`src/rtl/qam16_rx_deframer.sv`:
```
`default_nettype none
// ============================================================================
//  Module      : qam16_rx_deframer
//  Description : Receive frame controller behind the QAM16 demapper. Hunts
//                for a 4-symbol sync word, then packs the following payload
//                symbols (high nibble first) into bytes presented on a
//                valid/ready output holding register.
//  Revision    : 1.0 - initial release
// ============================================================================
module qam16_rx_deframer #(
  parameter logic [15:0] SYNC_WORD     = 16'hA5C3,
  parameter int          PAYLOAD_BYTES = 16
) (
  input  logic       clk,
  input  logic       rst,
  input  logic       sym_valid,
  input  logic [3:0] sym_data,
  input  logic       rx_abort,
  output logic [7:0] byte_data,
  output logic       byte_last,
  output logic       byte_valid,
  input  logic       byte_ready,
  output logic       frame_start,
  output logic       sync_lock,
  output logic       overrun
);

  // Byte index that carries the end-of-frame tag.
  localparam logic [7:0] LAST_BCNT = 8'(PAYLOAD_BYTES - 1);

  typedef enum logic [0:0] {
    HUNT    = 1'b0,
    PAYLOAD = 1'b1
  } state_t;

  state_t      state_q, state_d;
  logic [15:0] sh_q, sh_d;
  logic [2:0]  fill_q, fill_d;
  logic        phase_q, phase_d;
  logic [3:0]  hi_q, hi_d;
  logic [7:0]  bcnt_q, bcnt_d;
  logic [7:0]  data_q, data_d;
  logic        last_q, last_d;
  logic        valid_q, valid_d;
  logic        fs_q, fs_d;
  logic        ovr_q, ovr_d;

  // Scratch values of the combinational process.
  logic [15:0] sh_shift;
  logic [2:0]  fill_inc;
  logic        accept;
  logic        cpl;
  logic [7:0]  cpl_byte;
  logic        cpl_last;

  // State and datapath registers; reset drops everything including a pending byte.
  always_ff @(posedge clk or posedge rst) begin
    if (rst) begin
      state_q <= HUNT;
      sh_q    <= 16'h0000;
      fill_q  <= 3'd0;
      phase_q <= 1'b0;
      hi_q    <= 4'h0;
      bcnt_q  <= 8'd0;
      data_q  <= 8'h00;
      last_q  <= 1'b0;
      valid_q <= 1'b0;
      fs_q    <= 1'b0;
      ovr_q   <= 1'b0;
    end else begin
      state_q <= state_d;
      sh_q    <= sh_d;
      fill_q  <= fill_d;
      phase_q <= phase_d;
      hi_q    <= hi_d;
      bcnt_q  <= bcnt_d;
      data_q  <= data_d;
      last_q  <= last_d;
      valid_q <= valid_d;
      fs_q    <= fs_d;
      ovr_q   <= ovr_d;
    end
  end

  // Next-state: sync hunt, nibble packing, and output holding register control.
  always_comb begin
    state_d  = state_q;
    sh_d     = sh_q;
    fill_d   = fill_q;
    phase_d  = phase_q;
    hi_d     = hi_q;
    bcnt_d   = bcnt_q;
    data_d   = data_q;
    last_d   = last_q;
    valid_d  = valid_q;
    fs_d     = 1'b0;
    ovr_d    = 1'b0;
    cpl      = 1'b0;
    cpl_byte = 8'h00;
    cpl_last = 1'b0;
    sh_shift = {sh_q[11:0], sym_data};
    fill_inc = (fill_q == 3'd4) ? 3'd4 : fill_q + 3'd1;
    accept   = valid_q & byte_ready;

    if (rx_abort) begin
      // Abort outranks any symbol this cycle, including one that would match.
      state_d = HUNT;
      sh_d    = 16'h0000;
      fill_d  = 3'd0;
      phase_d = 1'b0;
      bcnt_d  = 8'd0;
    end else if (sym_valid) begin
      case (state_q)
        HUNT: begin
          // Sliding window: a mismatch never flushes the shift register.
          sh_d   = sh_shift;
          fill_d = fill_inc;
          if ((sh_shift == SYNC_WORD) && (fill_inc == 3'd4)) begin
            state_d = PAYLOAD;
            fs_d    = 1'b1;
            phase_d = 1'b0;
            bcnt_d  = 8'd0;
          end
        end
        PAYLOAD: begin
          if (!phase_q) begin
            hi_d    = sym_data;
            phase_d = 1'b1;
          end else begin
            cpl      = 1'b1;
            cpl_byte = {hi_q, sym_data};
            cpl_last = (bcnt_q == LAST_BCNT);
            phase_d  = 1'b0;
            bcnt_d   = bcnt_q + 8'd1;
            if (cpl_last) begin
              state_d = HUNT;
              sh_d    = 16'h0000;
              fill_d  = 3'd0;
            end
          end
        end
        default: begin
          state_d = HUNT;
        end
      endcase
    end

    // A completed byte loads only if the holding register is free this cycle;
    // otherwise it is dropped, but the byte counter above still advanced.
    if (cpl) begin
      if (!valid_q || accept) begin
        data_d  = cpl_byte;
        last_d  = cpl_last;
        valid_d = 1'b1;
      end else begin
        ovr_d = 1'b1;
      end
    end else if (accept) begin
      valid_d = 1'b0;
    end
  end

  assign byte_data   = data_q;
  assign byte_last   = last_q;
  assign byte_valid  = valid_q;
  assign frame_start = fs_q;
  assign sync_lock   = (state_q == PAYLOAD);
  assign overrun     = ovr_q;

endmodule
`default_nettype wire

```
`config.mk`:
```
export PLATFORM = sky130hd
export DESIGN_NAME = qam16_rx_deframer
export DESIGN_NICKNAME = d
export VERILOG_FILES = /design/src/rtl/qam16_rx_deframer.sv
export SDC_FILE = /design/constraint.sdc
export NUM_CORES = 1
export LEC_CHECK = 0
export ABC_AREA = 1
export CORE_MARGIN = 5
export CORE_UTILIZATION = 45
export CTS_CLUSTER_DIAMETER = 100
export DETAILED_ROUTE_END_ITERATION = 8
export GPL_ROUTABILITY_DRIVEN = 0
export GPL_TIMING_DRIVEN = 0
export PLACE_DENSITY = 0.65
export SETUP_SLACK_MARGIN = 0.1
export SLEW_MARGIN = 20
export SYNTH_ARGS = -nofsm -noshare
export SYNTH_HDL_FRONTEND = slang
export SYNTH_SLANG_ARGS = --single-unit
export TNS_END_PERCENT = 50
```
`constraint.sdc`:
```
create_clock -name clk -period 1.85 [get_ports clk]
set_clock_uncertainty 0.15 [all_clocks]
set_input_delay 0.185 -clock clk [delete_from_list [all_inputs] [get_ports clk]]
set_output_delay 0.185 -clock clk [all_outputs]
set_load 0.02 [all_outputs]
```
; ---- Word-level counts from Yosys, hierarchy flattened
; Index checks and enable logic that the tools add are counted.
[op_classes]
add_sub_neg = 2
eq_ne = 8
n_bitwise = 4
n_mux = 47
n_reduce_logical = 11
[op_table]
columns = op, n
row1 = 8-bit 2-to-1 mux, 8
row2 = 12-bit 2-to-1 mux, 4
row3 = 1-bit 2-to-1 mux, 25
row4 = 12-bit one-hot mux with 2 select lines, 1
row5 = "16-bit equality test, second input constant", 1
row6 = 8-bit one-hot mux with 2 select lines, 1
row7 = 3-bit 2-to-1 mux, 5
row8 = "8-bit by 1-bit adder with 8-bit output, second input constant", 1
row9 = "8-bit by 4-bit equality test with 1-bit output, second input constant", 1
row10 = "3-bit equality test, second input constant", 2
row11 = "3-bit by 2-bit != test with 1-bit output, second input constant", 2
row12 = 3-bit one-hot mux with 2 select lines, 1
row13 = 2-bit AND reduction, 3
row14 = 3-bit AND reduction, 2
row15 = 1-bit one-hot mux with 2 select lines, 2
row16 = 4-bit AND reduction, 1
row17 = 2-bit nonzero test, 2
row18 = "3-bit by 1-bit adder with 3-bit output, second input constant", 1
row19 = "3-bit != test, second input constant", 1
row20 = 1-bit inverter, 3
row21 = "2-bit by 1-bit != test with 1-bit output, second input constant", 1
row22 = 1-bit bitwise AND, 1
row23 = 1-bit logical AND, 1
row24 = 1-bit zero test, 1
row25 = 1-bit logical OR, 1
[word_totals]
out_inout_bits = 13
input_bits = 9
ff_bits = 41

; ---- Logic depth before layout (Yosys ltp)
; Gate-level depths: netlist of run 1.
[depth]
depth_word = 8
mapped_depth = 11
ltp_nobuf = 11

; ---- Worst setup path after synthesis of run 1
; OpenSTA, ideal clock, no wires.
[synth_timing]
kind = register to register
start = reg fill_q[0]
end = reg bcnt_q[5]
t_required_ns = 1.583
slack_ns = 0.259
arrival_ns = 1.324
stages_incl_launch_ff = 11
cell_sequence = dfrtp_1 > inv_1 > ha_1 > nand2_1 > nand3_1 > nor2_1 > nand2_1 > nand3_4 > nand3_4 > nand2_1 > nand2_1
[synth_between]
elab_chain_cells = 6
word_cells_on_any_way = 7
classes_between = add/sub (1) / eq/ne (3) / mux (1) / reduce/logical (2)
[synth_lines]
columns = element, line_no
row1 = from (decl), 38  ; logic [2:0] fill_q, fill_d;
row2 = from (signal assigned), 73  ; fill_q <= fill_d;
row3 = 3-bit by 1-bit adder with 3-bit output or 3-bit equality test (tied branches), 102  ; fill_inc = (fill_q == 3'd4) ? 3'd4 : fill_q + 3'd1;
row4 = 3-bit 2-to-1 mux *, 102
row5 = 3-bit equality test *, 118  ; if ((sh_shift == SYNC_WORD) && (fill_inc == 3'd4)) begin
row6 = 1-bit logical AND *, 118
row7 = 3-bit != test (no source line) *, --
row8 = 3-bit AND reduction (no source line) *, --
row9 = to (signal assigned), 76  ; bcnt_q <= bcnt_d;
row10 = to (decl), 41  ; logic [7:0] bcnt_q, bcnt_d;
; Mark *: on every way between the ends. The rest lies on a longest branch, timed or not.
; A chain may end at the register's enable or synchronous reset.

; ---- Worst setup path in the final report of run 1
[layout_timing]
start = reg fill_q[0]
end = reg bcnt_q[2]
; Same word-level chain as after synthesis.

==> run_results.csv, run 1 <==
group,metric,value,unit
pwr,leakagePower,1.31,nW
logic_synthesis,synth_largest_area_cell,"dfrtp_1",
route,drt-initial-drc-count,104,
global_route,antenna_found_initial,0,
logic_synthesis,synth-async-reset-ratio,1.00,
route,wl,4850,um
floorplanning,die_y,79.5,um
final_layout,diodes,0,
place,port_buffers,21,
global_route,grt_pass1_wl,8240,um
clocking,clk_pin_slew_worst_paths,80,ps
pwr,power.switching,505,uW
logic_synthesis,postSynthAreaPerCell,8.18,um2
logic_synthesis,syn-num-nets,278,
sta,tightest_slew,504,ps
logic_synthesis,synth_cell_types,23,
logic_synthesis,ys.flop_type,"dfrtp_1",
clocking,cts.sinks,41,
final_layout,final_area,0.00274,mm2
clocking,h-tree-depth,2,
global_route,grt_pass1_vias,1787,
sta,max_slew_margin,0.664,
final_layout,mostFrequentLayoutCells,"74 x nand2_1, 39 x dfrtp_1, 21 x inv_1, 21 x nand3_1, 21 x clkdlybuf4s50_1",
route,antenna_left,0,
sta,drv_slew,0,
logic_synthesis,ys_seq_area_frac,0.472,
setup_path,r2r_setup_slack,80,ps
setup_path,r2r-start,"fill_q[0]",
logic_synthesis,synth_warnings,0,
logic_synthesis,syn_inst,266,
floorplanning,dieArea,0.00632,mm2
floorplanning,start_util,0.463,
setup_path,cp.required,1890,ps
sta,hold_viol,0,
final_layout,final_common_cell,"nand2_1",
setup_path,rr_endpoint,"bcnt_q[2]",
setup_path,r2r_cells,9,
sta,hold_ws,82.5,ps
setup_path,crit_type,"flip-flop to flip-flop",
floorplanning,rows,25,
floorplanning,die-width,79.5,um
setup_path,end_kind,"flip-flop",
global_route,grt_max_degree,22,
logic_synthesis,synthesis.area,0.00217,mm2
pwr,p_int,1.31,mW
pwr,swShare,0.279,
place,placed_area,0.00248,mm2
pwr,p_clk_frac,0.304,
pwr,combPwrFrac,0.164,
job,drv_cap,0,
setup_path,critical_path.startpoint_type,"flip-flop",
pwr,power_frac_seq,0.532,
global_route,grt_usage,0.166,
clocking,cts.path.max_buffers,2,
route,vias_per_cell,5.17,
logic_synthesis,synth_top_area_share,0.472,
final_layout,post-route-util,0.585,
route,via_count,1852,
final_layout,final_nets,317,
logic_synthesis,ys_top_cells_by_area,"dfrtp_1 47%, nand2_1 14%, o21ai_2 8.1%, nand3_1 5.1%, inv_1 4.1%",
final_layout,drive_above_1_share,0.266,
floorplanning,core,0.00469,mm2
clocking,worstSkewPairLatency,290,ps
pwr,p_per_area,660,mW/mm2
global_route,grt_overflow_total,0,
route,post-route-drc-count,0,
floorplanning,ioPinCount,22,
clocking,cts_tree,"built",
clocking,cts_buffers,5,
sta,fmax,566,MHz
sta,setup_viol,0,
setup_path,cp.arrival,1800,ps
route,first_pass_iters,4,
setup_path,path_max_fanout,8,
hold_path,hp-class,"primary input to async pin",
pwr,ir_worst_vdd,0.397,mV
place,dp_hpwl,3180,um
route,wl_per_cell,13.5,um
logic_synthesis,yosys_register_bits,41,
clocking,root_buffer,"clkbuf_8",
sta,period_needed,1770,ps
sta,rsz0062_at_grt,"yes",
logic_synthesis,synth_edf_count,0,
final_layout,syn_to_final_growth,26.2,%
run_status,run_status,"finished clean",
sta,layout_worst_path_cycle_share,0.954,
cell usage after synthesis, types with 2 or more instances:
cell	instances
nand2_1	84
nand4_1	10
ha_1	3
nor2_1	23
a21oi_1	3
inv_1	24
o21ai_2	20
o21ai_0	4
clkbuf_1	3
o21ai_1	5
inv_2	7
nand3_4	2
nor2_2	2
buf_6	5
nor2_4	2
nand3_1	22
dfrtp_1	41
worst max path at each step:
stage,from,endpoint,slack (ps),cells past startpoint
floorplan,fill_q[0],bcnt_q[5],260,10
global placement,rst,sh_q[2],-370,2
detailed placement,rx_abort,byte_data[0],-90,8
CTS,bcnt_q[0],sh_q[0],100,8
global route,fill_q[0],bcnt_q[0],-0.4,10
finish,fill_q[0],bcnt_q[2],80,9
power by group through the flow:
stage / Combinational (mW) / Clock [mW] / Sequential [mW]
3_5_place_dp: 0.237 / 0 / 0.978
6_report: 0.297 / 0.551 / 0.964
4_1_cts: 0.245 / 0.567 / 0.960
3_3_place_gp: 0.227 / 0 / 0.977
5_1_grt: 0.337 / 0.612 / 0.969
2_1_floorplan: 0.169 / 0 / 0.972
per-stage QoR:
stage	power, mW	cells	setup TNS (ps)	setup WS [ps]
after floorplan	1.14	266	0	259
after global placement	1.20	341	-15770	-369
after detailed placement	1.22	342	-789	-86.1
after CTS	1.77	350	0	98.2
after global routing	1.92	358	-0.433	-0.433
final	1.81	358	0	84.8
logic make-up (layout without fill, tap and decap cells):
family / after synthesis / in the layout / share of synthesized area
AO/OA/AOI/OAI: 32 / 32 / 0.108
adder cells (fa/ha/maj): 3 / 3 / 0.0173
buffers and inverters: 40 / 77 / 0.0880
flip-flops: 41 / 41 / 0.472
AND/OR/NAND/NOR: 150 / 151 / 0.315
per-layer routing:
| layer | global-route usage | part of all wire | up-vias | wire length (um) |
|---|---|---|---|---|
| met5 | 0 | 0 | - | 0 |
| met1 | 0.215 | 0.46 | 882 | 2240 |
| li1 | - | - | 932 | - |
| met3 | 0.0440 | 0.044 | 7 | 211 |
| met4 | 0.0773 | 0.015 | 0 | 72 |
| met2 | 0.256 | 0.48 | 31 | 2330 |
sequential cells by signal, indices dropped and copies added (netlist names):
name	flops
overrun	1
frame_start	1
phase_q	1
sync_lock	1
fill_q	3
byte_data	8
bcnt_q	8
sh_q	12
byte_valid	1
hi_q	4
byte_last	1
repair_timing:
action                     in CTS  in global routing
setup endpoints to repair       9                 32
pin swaps                       3                 12
resized for setup               2                 31
cloned                          1                  2
hold buffers                    0                  0
setup buffers                   1                  6
final cells by class:
cell class	count	area, um2
fill	450	1950
multi-input combinational	186	1050
sequential	41	1030
timing repair buffer	31	325
inverter	31	116
buffer	9	80.1
clock buffer	5	68.8
tap	54	67.6
clock inverter	1	5.00
critical path, cell delays in order (launching register included):
cell and delay [ps]:
dfrtp_1 410, ha_1 230, nor2_2 150, nor2_4 70
nor2_2 120, nand2_2 110, nand3_4 110, nand3_4 140
nand2_1 110, nand2_1 50
(Power assumes the default switching activity.)
==> run 2: changes to the inputs <==
Settings changed: ABC_AREA 1 to not set, PLACE_DENSITY 0.65 to 0.66, SKIP_CTS_REPAIR_TIMING set to 1.
==> run 2 against run 1 <==
The flow now finishes with violations (hold timing). Power grew 11%. First-iteration DRC count increased by 3.8%. Critical path depth shrank 3. Final cell count shrank 19%. Hold slack lost 86 ps. Core utilization up 2.2 points. Global-route usage shrank 0.31 points. Non-clock buffer count grew 2. Register-to-register slack got worse by 70 ps. Critical endpoint unchanged.
==> run_results.csv, run 2 <==
group,metric,value,unit
run_status,run_status,"finished, violations left",
run_status,violations,"hold timing",
global_route,grt_pass1_wl,8020,um
clocking,clk_pin_slew_worst_paths,80,ps
setup_path,critical_path.startpoint_type,"flip-flop",
clocking,cts.sinks,41,
logic_synthesis,synth_edf_count,0,
logic_synthesis,synth_common_cells,"41 x dfrtp_1, 16 x nand2_1, 13 x mux2_2",
clocking,worstSkewPairLatency,290,ps
logic_synthesis,yosysMostFrequentCell,"dfrtp_1",
logic_synthesis,synth-simple-area-share,0.173,
setup_path,crit_type,"flip-flop to flip-flop",
place,pre_cts_ws,-265,ps
setup_path,slowest_delay,430,ps
setup_path,cp.arrival,1870,ps
floorplanning,start_util,0.460,
logic_synthesis,synth_top_family_by_area,"compound AO/OA/AOI/OAI gates",
logic_synthesis,synthAdderAreaFrac,0.0175,
setup_path,cp_slowest_cell,"dfrtp_1",
logic_synthesis,synth-compound-area-share,0.209,
setup_path,cp_top_family,"compound AO/OA/AOI/OAI gates",
setup_path,r2r_setup_slack,20,ps
pwr,leakagePower,1.23,nW
pwr,swShare,0.262,
clocking,cts_buffers,5,
route,wl_per_cell,18.3,um
sta,hold_ws,-3.30,ps
logic_synthesis,synth_mux_area_frac,0.0776,
floorplanning,rows,25,
pwr,p_int,1.49,mW
pwr,power_frac_seq,0.492,
route,wl,5330,um
setup_path,end_kind,"flip-flop",
sta,rsz0062_at_grt,"yes",
pwr,p_per_area,712,mW/mm2
setup_path,cp.required,1890,ps
sta,tightest_slew,637,ps
logic_synthesis,ys.flop_type,"dfrtp_1",
final_layout,post-route-util,0.607,
final_layout,mostFrequentLayoutCells,"39 x dfrtp_1, 21 x clkdlybuf4s50_1, 16 x nand2_1",
pwr,combPwrFrac,0.145,
final_layout,top_register,"sh_q",
floorplanning,ioPinCount,22,
floorplanning,dieArea,0.00624,mm2
logic_synthesis,synth_cell_types,48,
logic_synthesis,synthesis.area,0.00214,mm2
global_route,grt_overflow_total,0,
logic_synthesis,synth_largest_area_cell,"dfrtp_1",
place,placed_area,0.00245,mm2
logic_synthesis,postSynthAreaPerCell,10.9,um2
hold_path,hp-class,"primary input to async pin",
final_layout,final_nets,248,
route,via_count,1747,
sta,max_slew_margin,0.575,
logic_synthesis,ys_top_cells_by_area,"dfrtp_1 48%, mux2_2 6.8%, a311oi_1 2.9%, nand2_1 2.8%, a31o_2 2.5%",
sta,setup_viol,0,
floorplanning,die-width,79.0,um
setup_path,crit_chain,"inv_2 -> ha_4 -> nand3b_1 -> o2111a_2 -> nand4_4 -> a211o_2",
logic_synthesis,ys_seq_area_frac,0.479,
clocking,cts_tree,"built",
global_route,grt_pass1_vias,1595,
sta,finalWorstSetupSlack,16.9,ps
floorplanning,core,0.00466,mm2
clocking,root_buffer,"clkbuf_8",
logic_synthesis,yosys_register_bits,41,
pwr,p_total,2.01,mW
setup_path,critPathBufInv,1,
sta,period_needed,1830,ps
logic_synthesis,synth_warnings,0,
clocking,h-tree-depth,2,
route,vias_per_cell,6.00,
sta,layout_worst_path_cycle_share,0.991,
sta,hold_viol,7,
final_layout,diodes,0,
global_route,grt_max_degree,30,
final_layout,drive_above_1_share,0.333,
floorplanning,die_y,79.0,um
job,drv_cap,0,
setup_path,path_max_fanout,5,
pwr,power.switching,527,uW
logic_synthesis,syn_inst,197,
logic_synthesis,synth_top_area_share,0.479,
clocking,cts.path.max_buffers,2,
pwr,ir_worst_vdd,0.374,mV
pwr,p_clk_frac,0.363,
route,antenna_left,0,
final_layout,largest_reg_flops,12,
final_layout,syn_to_final_growth,32.0,%
logic_synthesis,syn-num-nets,209,
route,first_pass_iters,4,
route,post-route-drc-count,0,
global_route,grt_usage,0.163,
sta,fmax,546,MHz
logic_synthesis,synth-async-reset-ratio,1.00,
place,port_buffers,21,
final_layout,final_common_cell,"dfrtp_1",
place,dp_hpwl,3340,um
logic_synthesis,yosys.area_share.xor_xnor,0,
sta,drv_slew,0,
global_route,antenna_found_initial,0,
final_layout,final_area,0.00283,mm2
route,drt-initial-drc-count,108,
-- run 2: cell types whose count changed after synthesis, sizes merged, moves of 13 or more --
| cell | before | now |
|---|---|---|
| nand2 | 84 | 16 |
| o21ai | 29 | 4 |
| inv | 31 | 9 |
| nand3 | 25 | 4 |
| nor2 | 27 | 9 |
| mux2 | 0 | 13 |
-- run 2: metrics by stage --
stage / cells / setup TNS, ps
after global routing: 291 / -43.2
after floorplan: 197 / 0
after detailed placement: 273 / -5550
after global placement: 272 / -19030
after CTS: 281 / -918
final: 291 / 0
-- run 2: worst reg2reg max path: stages (launching register included) --
cell      delay [ps]
dfrtp_1          430
inv_2             90
ha_4             130
nand3b_1         120
o2111a_2         280
nand4_4          170
a211o_2          370
-- run 2: worst paths after layout --
check,to,cells after the start,from
max,bcnt_q[2],6,fill_q[0]
min,bcnt_q[7],2,rst
max reg2reg,bcnt_q[2],6,fill_q[0]
min reg2reg,byte_data[6],1,byte_data[6]
max in group asynchronous,fill_q[1],3,rst
min in group clk,byte_data[6],1,byte_data[6]
-- run 2: layer usage --
layer | track usage | vias to the layer above | wire length, um
met5 | 0 | - | 0
met4 | 0.0412 | 0 | 77
met3 | 0.0374 | 9 | 248
met1 | 0.240 | 873 | 2470
met2 | 0.241 | 49 | 2530
li1 | - | 816 | -
-- run 2: logic make-up (layout without fill, tap and decap cells) --
logic type	Yosys count	in the layout
DFF	41	41
muxes	15	15
adders and majority gates	3	3
and+or+nand+nor	60	61
AOI/OAI and AO/OA	58	58
buffers and inverters	20	59
-- run 2: layout make-up --
class,count,area [um2]
fillers,383,1830
multi-input cells,137,1200
flip-flops and latches,41,1030
repair buffers,31,302
plain buffers,11,86.3
clock buffers,5,68.8
well taps,54,67.6
clock inverters,3,46.3
inverters,9,33.8
-- run 2: power groups by stage --
stage	registers [mW]	clock network, mW	logic (mW)
2_1_floorplan	0.974	0	0.155
3_5_place_dp	0.985	0	0.216
3_3_place_gp	0.984	0	0.208
4_1_cts	0.967	0.745	0.217
5_1_grt	0.995	0.786	0.322
6_report	0.991	0.731	0.292
==> run 3: changes to the inputs <==
==> constraint.sdc (replaced) <==
create_clock -name clk -period 1.85 [get_ports clk]
set_clock_uncertainty 0.15 [all_clocks]
set_input_delay 0.37 -clock clk [delete_from_list [all_inputs] [get_ports clk]]
set_output_delay 0.37 -clock clk [all_outputs]
set_load 0.02 [all_outputs]
==> run 3 against run 2 <==
Via count grew 0.52%. Sequential share of layout area fell by 0.79 points. Wire length increased by 0.54%. Largest power group unchanged. The run now ends clean. Maximum frequency decreased by 0.28%. Final cell count up 0.69%.
==> run_results.csv, run 3 (synthesis results as in run 2) <==
group,metric,value,unit
run_status,run_status,"finished clean",
global_route,grt_max_degree,30,
clocking,root_buffer,"clkbuf_8",
route,wl,5350,um
global_route,grt_usage,0.163,
sta,finalWorstSetupSlack,11.8,ps
setup_path,cp.required,1890,ps
final_layout,final_nets,250,
clocking,cts_tree,"built",
global_route,grt_pass1_vias,1595,
pwr,swShare,0.261,
pwr,p_clk_frac,0.363,
place,port_buffers,21,
sta,hold_ws,184,ps
final_layout,syn_to_final_growth,35.0,%
pwr,ir_worst_vdd,0.370,mV
route,vias_per_cell,5.99,
clocking,worstSkewPairLatency,290,ps
pwr,p_per_area,696,mW/mm2
sta,setup_tns,0,ps
final_layout,top_register,"sh_q",
clocking,cts.path.max_buffers,2,
clocking,cts_buffers,5,
route,via_count,1756,
final_layout,final_common_cell,"dfrtp_1",
floorplanning,die-width,79.0,um
route,first_pass_iters,4,
sta,layout_worst_path_cycle_share,0.994,
clocking,clk_pin_slew_worst_paths,80,ps
global_route,met3_usage,0.0374,
route,post-route-drc-count,0,
floorplanning,start_util,0.460,
place,placed_area,0.00245,mm2
floorplanning,die_y,79.0,um
setup_path,end_kind,"flip-flop",
setup_path,critical_path.startpoint_type,"flip-flop",
global_route,grtUsageMet1,0.240,
pwr,combPwrFrac,0.145,
floorplanning,core,0.00466,mm2
final_layout,mostFrequentLayoutCells,"39 x dfrtp_1, 18 x dlymetal6s2s_1, 16 x nand2_1",
final_layout,final_area,0.00289,mm2
sta,hold_viol,0,
final_layout,post-route-util,0.621,
pwr,leakagePower,1.53,nW
place,dp_hpwl,3340,um
setup_path,crit_type,"flip-flop to flip-flop",
pwr,power.switching,526,uW
route,wl_per_cell,18.3,um
sta,max_slew_margin,0.554,
setup_path,cp.arrival,1870,ps
sta,rsz0062_at_grt,"yes",
sta,setup_viol,0,
global_route,antenna_found_initial,0,
global_route,grt_overflow_total,0,
clocking,cts.sinks,41,
clocking,h-tree-depth,2,
route,drt-initial-drc-count,103,
floorplanning,dieArea,0.00624,mm2
final_layout,diodes,0,
setup_path,path_max_fanout,5,
sta,drv_slew,0,
hold_path,hp-class,"primary input to async pin",
pwr,p_int,1.49,mW
route,antenna_left,0,
final_layout,largest_reg_flops,12,
global_route,busiest_layer,"met2",
sta,tightest_slew,670,ps
global_route,gr-usage-met2,0.241,
sta,fmax,544,MHz
place,pre_cts_ws,-450,ps
pwr,power_frac_seq,0.492,
sta,period_needed,1840,ps
job,drv_cap,0,
floorplanning,ioPinCount,22,
floorplanning,rows,25,
global_route,grt_pass1_wl,8020,um
final_layout,drive_above_1_share,0.339,
[run 3: cell types whose count changed in the layout (fill, tap and decap cells not counted), sizes merged]
cell           previous run  this run
buf                      18        20
clkdlybuf4s50            21         3
dlymetal6s2s              0        18
[run 3: per-layer routing]
layer	part of all wire	vias to the layer above	wire (um)
li1	-	827	-
met1	0.49	878	2600
met2	0.46	45	2490
met3	0.037	6	199
met4	0.012	0	65
met5	0	-	0
[run 3: stage by stage]
stage               power, mW  instances
floorplan                1.13        197
global placement         1.19        272
detailed placement       1.20        273
CTS                      1.93        281
global route             2.11        293
finish                   2.01        293
[run 3: worst paths after layout]
kind | start | cells past startpoint | endpoint | slack [ps]
max in group asynchronous | rst | 3 | fill_q[0] | 910
min in group clk | sym_data[1] | 3 | sh_q[1] | 280
setup / recovery | fill_q[0] | 6 | bcnt_q[2] | 10
setup reg to reg | fill_q[0] | 6 | bcnt_q[2] | 10
hold / removal | rst | 2 | bcnt_q[7] | 180
hold reg to reg | byte_data[6] | 1 | byte_data[6] | 350
[run 3: power by group through the flow]
stage / clock network, mW / registers [mW] / logic, mW
after floorplan: 0 / 0.974 / 0.155
after global routing: 0.787 / 0.995 / 0.325
after detailed placement: 0 / 0.985 / 0.216
after global placement: 0 / 0.984 / 0.208
final: 0.732 / 0.990 / 0.292
after CTS: 0.745 / 0.967 / 0.217
[run 3: final cells by class]
cell class              count  area [um2]
flip-flops and latches     41        1030
plain buffers              11        86.3
clock inverters             3        46.3
multi-input cells         137        1200
inverters                   9        33.8
well taps                  54        67.6
clock buffers               5        68.8
fillers                   363        1770
repair buffers             33         362
[run 3: critical path, cell delays in order (launching register included)]
cell and delay, ps:
dfrtp_1 430, inv_2 90, ha_4 130, nand3b_1 120, o2111a_2 280, nand4_4 170
a211o_2 370
